===== config.mk =====
export PLATFORM = sky130hd
export DESIGN_NAME = uart_bus_bridge
export DESIGN_NICKNAME = d
export VERILOG_FILES = /design/src/rtl/uart_bus_bridge.sv
export SDC_FILE = /design/constraint.sdc
export NUM_CORES = 1
export LEC_CHECK = 0
export BUFFER_PORTS_ARGS = -buffer_cell sky130_fd_sc_hd__buf_2
export CORE_MARGIN = 8
export CORE_UTILIZATION = 32
export CTS_CLUSTER_SIZE = 25
export DETAILED_ROUTE_END_ITERATION = 10
export GPL_ROUTABILITY_DRIVEN = 0
export PLACE_DENSITY_LB_ADDON = 0.2
export RECOVER_POWER = 50
export SETUP_SLACK_MARGIN = 0.2
export SLEW_MARGIN = 20
export SYNTH_ARGS = -nofsm -noshare
export SYNTH_HDL_FRONTEND = slang
export SYNTH_SLANG_ARGS = --single-unit

===== constraint.sdc =====
create_clock -name clk -period 5 [get_ports clk]
set_input_delay 1 -clock clk [delete_from_list [all_inputs] [get_ports clk]]
set_output_delay 1 -clock clk [all_outputs]
set_load 0.03 [all_outputs]

===== src/rtl/uart_bus_bridge.sv =====
// uart_bus_bridge: byte-serial command port driving one valid/ready memory-bus beat per command, with timeout.
module uart_bus_bridge #(
  parameter int TIMEOUT_CYCLES = 1024
) (
  input  logic        clk,
  input  logic        resetn,
  input  logic        rx_valid,
  input  logic [7:0]  rx_data,
  output logic        tx_valid,
  output logic [7:0]  tx_data,
  input  logic        tx_ready,
  output logic        mem_valid,
  output logic [31:0] mem_addr,
  output logic [31:0] mem_wdata,
  output logic [3:0]  mem_wstrb,
  input  logic        mem_ready,
  input  logic [31:0] mem_rdata,
  output logic        busy,
  output logic        err_overrun
);
  typedef enum logic [2:0] {IDLE, ADDR, DATA, BUS, RESP} state_t;
  state_t state_q, state_d;
  logic [1:0] cnt_q, cnt_d, last_q, last_d;
  logic wr_q, wr_d, err_q, err_d;
  logic [31:0] addr_q, addr_d, wdata_q, wdata_d, resp_q, resp_d, tmo_q, tmo_d;
  always_comb begin
    state_d = state_q;
    cnt_d = cnt_q;
    last_d = last_q;
    wr_d = wr_q;
    addr_d = addr_q;
    wdata_d = wdata_q;
    resp_d = resp_q;
    tmo_d = tmo_q;
    err_d = err_q | (rx_valid && (state_q == BUS || state_q == RESP));
    case (state_q)
      IDLE: if (rx_valid) begin
        cnt_d = 2'd0;
        last_d = 2'd0;
        if (rx_data == 8'h01 || rx_data == 8'h02) begin
          wr_d = rx_data == 8'h01;
          state_d = ADDR;
        end else begin
          resp_d = 32'h0000_00EE;
          state_d = RESP;
        end
      end
      ADDR: if (rx_valid) begin
        addr_d[8*cnt_q +: 8] = rx_data;
        cnt_d = cnt_q + 2'd1;
        if (cnt_q == 2'd3) begin
          state_d = wr_q ? DATA : BUS;
          tmo_d = 32'd0;
        end
      end
      DATA: if (rx_valid) begin
        wdata_d[8*cnt_q +: 8] = rx_data;
        cnt_d = cnt_q + 2'd1;
        if (cnt_q == 2'd3) begin
          state_d = BUS;
          tmo_d = 32'd0;
        end
      end
      BUS: begin
        tmo_d = tmo_q + 32'd1;
        // a completion on the timeout edge still counts as a completion
        if (mem_ready) begin
          state_d = RESP;
          cnt_d = 2'd0;
          resp_d = wr_q ? 32'h0000_00A5 : mem_rdata;
          last_d = wr_q ? 2'd0 : 2'd3;
        end else if (tmo_q == TIMEOUT_CYCLES - 1) begin
          state_d = RESP;
          cnt_d = 2'd0;
          resp_d = 32'h0000_00EE;
          last_d = 2'd0;
        end
      end
      RESP: if (tx_ready) begin
        cnt_d = cnt_q == last_q ? 2'd0 : cnt_q + 2'd1;
        state_d = cnt_q == last_q ? IDLE : RESP;
      end
      default: state_d = IDLE;
    endcase
  end
  always_ff @(posedge clk) begin
    if (!resetn) begin
      state_q <= IDLE;
      cnt_q <= 2'd0;
      last_q <= 2'd0;
      wr_q <= 1'b0;
      err_q <= 1'b0;
      addr_q <= 32'd0;
      wdata_q <= 32'd0;
      resp_q <= 32'd0;
      tmo_q <= 32'd0;
    end else begin
      state_q <= state_d;
      cnt_q <= cnt_d;
      last_q <= last_d;
      wr_q <= wr_d;
      err_q <= err_d;
      addr_q <= addr_d;
      wdata_q <= wdata_d;
      resp_q <= resp_d;
      tmo_q <= tmo_d;
    end
  end
  assign busy = state_q != IDLE;
  assign mem_valid = state_q == BUS;
  assign tx_valid = state_q == RESP;
  assign tx_data = tx_valid ? resp_q[8*cnt_q +: 8] : 8'h00;
  assign mem_addr = addr_q;
  assign mem_wdata = wdata_q;
  assign mem_wstrb = {4{wr_q}};
  assign err_overrun = err_q;
endmodule


# --- Word-level counts from Yosys, hierarchy flattened ---
# Index checks and enable logic that the tools add are counted.
totals:
  register_bits: 137
  in_bits: 45
  output_inout_bits: 80
  wordCells: 86
classes:
  add_sub_neg: 3
  eq_ne: 19
  shift: 3
  muxes: 34
  n_bitwise: 1
  reduce_logical: 17
op_table:
  columns: ["cell", "n"]
  rows:
  - ["$mux 32", 7]
  - ["$pmux 32 s2", 2]
  - ["$bwmux 32", 2]
  - ["$neg 5->34", 1]
  - ["$shift 8x34->32 const A", 1]
  - ["$shiftx 8x34->32", 1]
  - ["$add 32x1->32 const B", 1]
  - ["$eq 32x10->1 const B", 1]
  - ["$shiftx 32x6->8", 1]
  - ["$mux 3", 10]
  - ["$mux 2", 8]
  - ["$pmux 3 s5", 1]
  - ["$ne 2x2->1 const B", 6]
  - ["$reduce_and 3->1", 3]
  - ["$eq 8x1->1 const B", 1]
  - ["$eq 8x2->1 const B", 1]
  - ["$mux 8", 1]
  - ["$pmux 2 s4", 1]
  - ["$reduce_and 7->1", 1]
  - ["$eq 3x2->1 const B", 2]
  - ["$ne 2x1->1 const B", 3]
  - ["$reduce_and 5->1", 1]
  - ["$pmux 2 s2", 1]
  - ["$reduce_and 2->1", 2]
  - ["other kinds (16)", 18]

# --- Longest topological paths before layout ---
depth:
  ltp_word: 5
  ltp_mapped: 7
  depth_no_buf: 6

# --- Least setup slack after synthesis ---
# No wires, ideal clock.
synth_path:
  path_kind: "in2reg"
  start: "input rx_data[5]"
  end: "register resp_q[1]"
  arrival_time_ns: 2.721
  required_ns: 4.881
  slack_ns: 2.161
  stages: 7
  n_path_buf: 2
  cell_sequence: "buf_2 > or4_4 > nor4b_4 > nor3_2 > or2_1 > buf_4 > o221a_2"
synth_between:
  elab_chain_cells: 4
  word_cells_on_any_way: 5
synth_rtl:
  columns: ["element", "line", "source"]
  rows:
  - ["from (decl)", "8", "input logic [7:0] rx_data,"]
  - ["$eq 8x1->1 / $eq 8x2->1 (equally long branches)", "40", "if (rx_data == 8'h01 || rx_data == 8'h02) begin"]
  - ["$logic_or 1x1->1 *", "40", null]
  - ["$ne 2x2->1 (no line) *", null, null]
  - ["$reduce_and 4->1 (no line) *", null, null]
  - ["to (signal assigned)", "105", "resp_q <= resp_d;"]
  - ["to (decl)", "25", "logic [31:0] addr_q, addr_d, wdata_q, wdata_d, resp_q, resp_d, tmo_q, tmo_d;"]
# Mark *: on every way between the ends. The rest lies on a longest branch, timed or not.
# A chain may end at the register's enable or synchronous reset.

# --- Worst setup path in the final report ---
layout_path:
  start: "register cnt_q[0]"
  end: "register tmo_q[24]"
layout_between:
  elab_chain_cells: 3
layout_rtl:
  columns: ["element", "line", "source"]
  rows:
  - ["from (decl)", "23", "logic [1:0] cnt_q, cnt_d, last_q, last_d;"]
  - ["from (signal assigned)", "99", "cnt_q <= cnt_d;"]
  - ["$eq 2x2->1", "51, 59", null]
  - ["$ne 2x1->1 (no line)", null, null]
  - ["$reduce_and 3->1 (no line)", null, null]
  - ["to (signal assigned)", "106", "tmo_q <= tmo_d;"]
  - ["to (decl)", "25", null]
# No other way between the ends.

==> impl_metrics.env <==
export IMPL_status="finished clean"
export IMPL_numPortBuffers=124
export IMPL_core_um2=18600
export IMPL_clock_sinks=136
export IMPL_cts_hold_buf=0
export IMPL_cp_max_fo=17
export IMPL_ys_seq_area_share_pct=44.8
export IMPL_vias_per_cell=5.16
export IMPL_async_reset_ff_share_pct=0
export IMPL_dieHeight_um=154
export IMPL_grt_max_degree=87
export IMPL_clockBufferDepth=2
export IMPL_worst_pin_slew_ns=1.23
export IMPL_clkTransAtPathRegs_ns=0.06
export IMPL_drive_gt1_share_pct=14.3
export IMPL_overflow=0
export IMPL_die_w_um=154
export IMPL_slew_viol_final=0
export IMPL_root_buffer="clkbuf_16"
export IMPL_grt_pass1_vias=5278
export IMPL_syn_instance_count=668
export IMPL_dp_hpwl_um=12100
export IMPL_worst_path_buf_inv=0
export IMPL_required_ns=5.34
export IMPL_wire_per_inst_um=17.0
export IMPL_syn_area_um2=6070
export IMPL_critical_path_depth=6
export IMPL_grt_antenna_before_repair=1
export IMPL_start_util_pct=32.6
export IMPL_power_density_nw_per_um2=353
export IMPL_synth_avg_cell_area_um2=9.09
export IMPL_dr_pass1_iters=5
export IMPL_ir_drop_mv=0.229
export IMPL_period_share_pct=71.0
export IMPL_wl_um=17200
export IMPL_startpoint_type="flip-flop"
export IMPL_final_setup_viol_count=0
export IMPL_critPathKind="reg2reg"
export IMPL_crit_arrival_ns=3.89
export IMPL_nFillCells=1867
export IMPL_post_cts_buffers=0
export IMPL_fin_skew_ns=0.00575
export IMPL_ant_nets=0
export IMPL_rsz0062_at_grt="no"
export IMPL_yosysWarnings=0
export IMPL_drv_cap=0
export IMPL_fin_setup_tns_ns=0
export IMPL_fin_crit_ns=3.55
export IMPL_final_core_utilization_pct=39.2
export IMPL_cpPeakStageDelay_ns=1.05
export IMPL_num_vias=5223
export IMPL_slew_headroom_pct=17.7
export IMPL_rows=50
export IMPL_dieArea_um2=23600
export IMPL_synthToLayoutAreaGrowth_pct=20.4
export IMPL_cts_tree="yes"
export IMPL_synth_edf_count=0
export IMPL_drc_errors=0
export IMPL_hold_depth=2
export IMPL_syn_num_nets=720
export IMPL_pin_count=125
export IMPL_critical_path_cell_chain="ha_1 > o211ai_1 > a211oi_1 > nand4_1 > or3_1 > a21oi_1"
export IMPL_endpoint_kind="flip-flop"
export IMPL_cts_buffers=17
export IMPL_layout_common_cells="dfxtp_1 (136), nand2_1 (90), nand3_1 (75)"
export IMPL_cp_slowest_cell="a211oi_1"
export IMPL_cp_top_family="compound AO/OA/AOI/OAI gates"
export IMPL_grt_total_usage_pct=14.5
export IMPL_grt_pass1_wl_um=27800
export IMPL_r2r_worst_path_cells=6
export IMPL_ys_ff_latch=136
export IMPL_nNetsFinal=815
export IMPL_synth_flop_cell="dfxtp_1"
export IMPL_p_leak_nw=2.52
export IMPL_cts_resized=0
export IMPL_max_freq_ghz=0.282
export IMPL_hold_viol=0
export IMPL_cts_htree_levels=4
export IMPL_synth_cell_types=57
export IMPL_drtIter0Drc=253
export IMPL_worstSkewPairLatency_ns=0.42
export IMPL_final_common_cell="dfxtp_1"
export IMPL_hold_path_class="reg2reg"
==> worst reg2reg max path, cell delays in order (launching register included) <==
cell and delay, ns:
dfxtp_1 0.88, ha_1 0.34, o211ai_1 0.16, a211oi_1 1.05, nand4_1 0.43, or3_1 0.45, a21oi_1 0.16
==> per-stage QoR <==
stage | instance area [µm²] | setup WS [ns] | cells | total power [mW] | hold slack [ns]
after floorplan | 6070 | 2.16 | 668 | 1.19 | 0.433
after global placement | 6790 | 1.66 | 978 | 1.22 | 0.448
after detailed placement | 6790 | 1.57 | 978 | 1.23 | 0.456
after CTS | 7440 | 1.71 | 1010 | 2.61 | 0.465
after global routing | 7310 | 0.932 | 1011 | 2.67 | 0.478
final | 7310 | 1.45 | 1012 | 2.58 | 0.463
==> cells in the mapped netlist (2+ instances only) <==
cell	count	area share (%)
a21oi_1	11	0.91
dfxtp_1	136	45
nor3_1	8	0.66
xnor2_1	6	0.87
nor4_1	3	0.31
and4_1	6	0.87
and2_1	13	1.3
nor2_1	29	1.8
buf_4	7	0.87
and3_1	4	0.41
o21ai_0	16	1.3
buf_6	3	0.56
nand4_1	11	1.1
a211oi_2	2	0.41
clkbuf_1	40	2.5
xor2_1	15	2.2
or3_1	10	1.0
or4_1	5	0.62
mux2i_1	3	0.49
a21boi_0	66	8.2
o31ai_1	3	0.37
nand3_1	75	6.2
nand2_1	90	5.6
nor3b_1	4	0.49
o221a_2	6	1.1
a22o_1	25	3.6
o211ai_1	4	0.49
nor2b_1	14	1.4
inv_1	8	0.49
o2111ai_1	2	0.29
ha_1	7	1.4
mux4_2	8	3.0
nand2b_1	4	0.41
==> where the power goes <==
part / internal (mW) / total (mW) / switching (mW)
clock: 0.908 / 1.38 / 0.474
sequential: 1.09 / 1.10 / 0.00592
combinational: 0.0422 / 0.107 / 0.0645
==> logic make-up (layout without fill, tap and decap cells) <==
family | count (synthesis) | count (layout) | synth area share [%]
flops | 136 | 136 | 44.8
xor+xnor | 21 | 21 | 3.03
fa+ha+maj | 7 | 7 | 1.44
buf+inv | 60 | 168 | 4.53
compound gates | 144 | 144 | 17.9
other cells | 0 | 2 | 0
simple gates | 289 | 289 | 24.8
mux | 11 | 11 | 3.46
==> flip-flops by register name, indices dropped and copies added, names as in the netlist <==
name,count
err_overrun,1
wr_q,1
last_q,1
state_q,3
mem_addr,32
mem_wdata,32
resp_q,32
cnt_q,2
tmo_q,32
==> worst paths after layout <==
| path | startpoint | end | slack, ns |
|---|---|---|---|
| worst min register to register | mem_addr[12]$_SDFFE_PN0P_ | mem_addr[12]$_SDFFE_PN0P_ | 0.46 |
| worst min-delay path | mem_addr[12]$_SDFFE_PN0P_ | mem_addr[12]$_SDFFE_PN0P_ | 0.46 |
| worst max register to register | cnt_q[0]$_SDFFE_PN0P_ | tmo_q[24]$_SDFFE_PN0P_ | 1.45 |
| worst max-delay path | cnt_q[0]$_SDFFE_PN0P_ | tmo_q[24]$_SDFFE_PN0P_ | 1.45 |
==> layer usage <==
metal / GRT usage (%) / part of all wire [%] / vias up
met3: 5.38 / 7.9 / 10
met4: 4.15 / 0.92 / 0
li1: - / - / 2568
met2: 22.3 / 44 / 167
met5: 0 / 0 / -
met1: 18.7 / 47 / 2478
==> cell type report <==
class	instances	area (µm²)	share of cell area, %
antenna	2	5.00	0.0684
clock buffer	19	453	6.19
clock inverter	13	200	2.74
inverter	8	30.0	0.411
multi-input combinational	472	3060	41.8
sequential	136	2720	37.2
tap	234	293	4.00
timing repair buffer	128	553	7.56
Power figures use the tool's default switching activity.
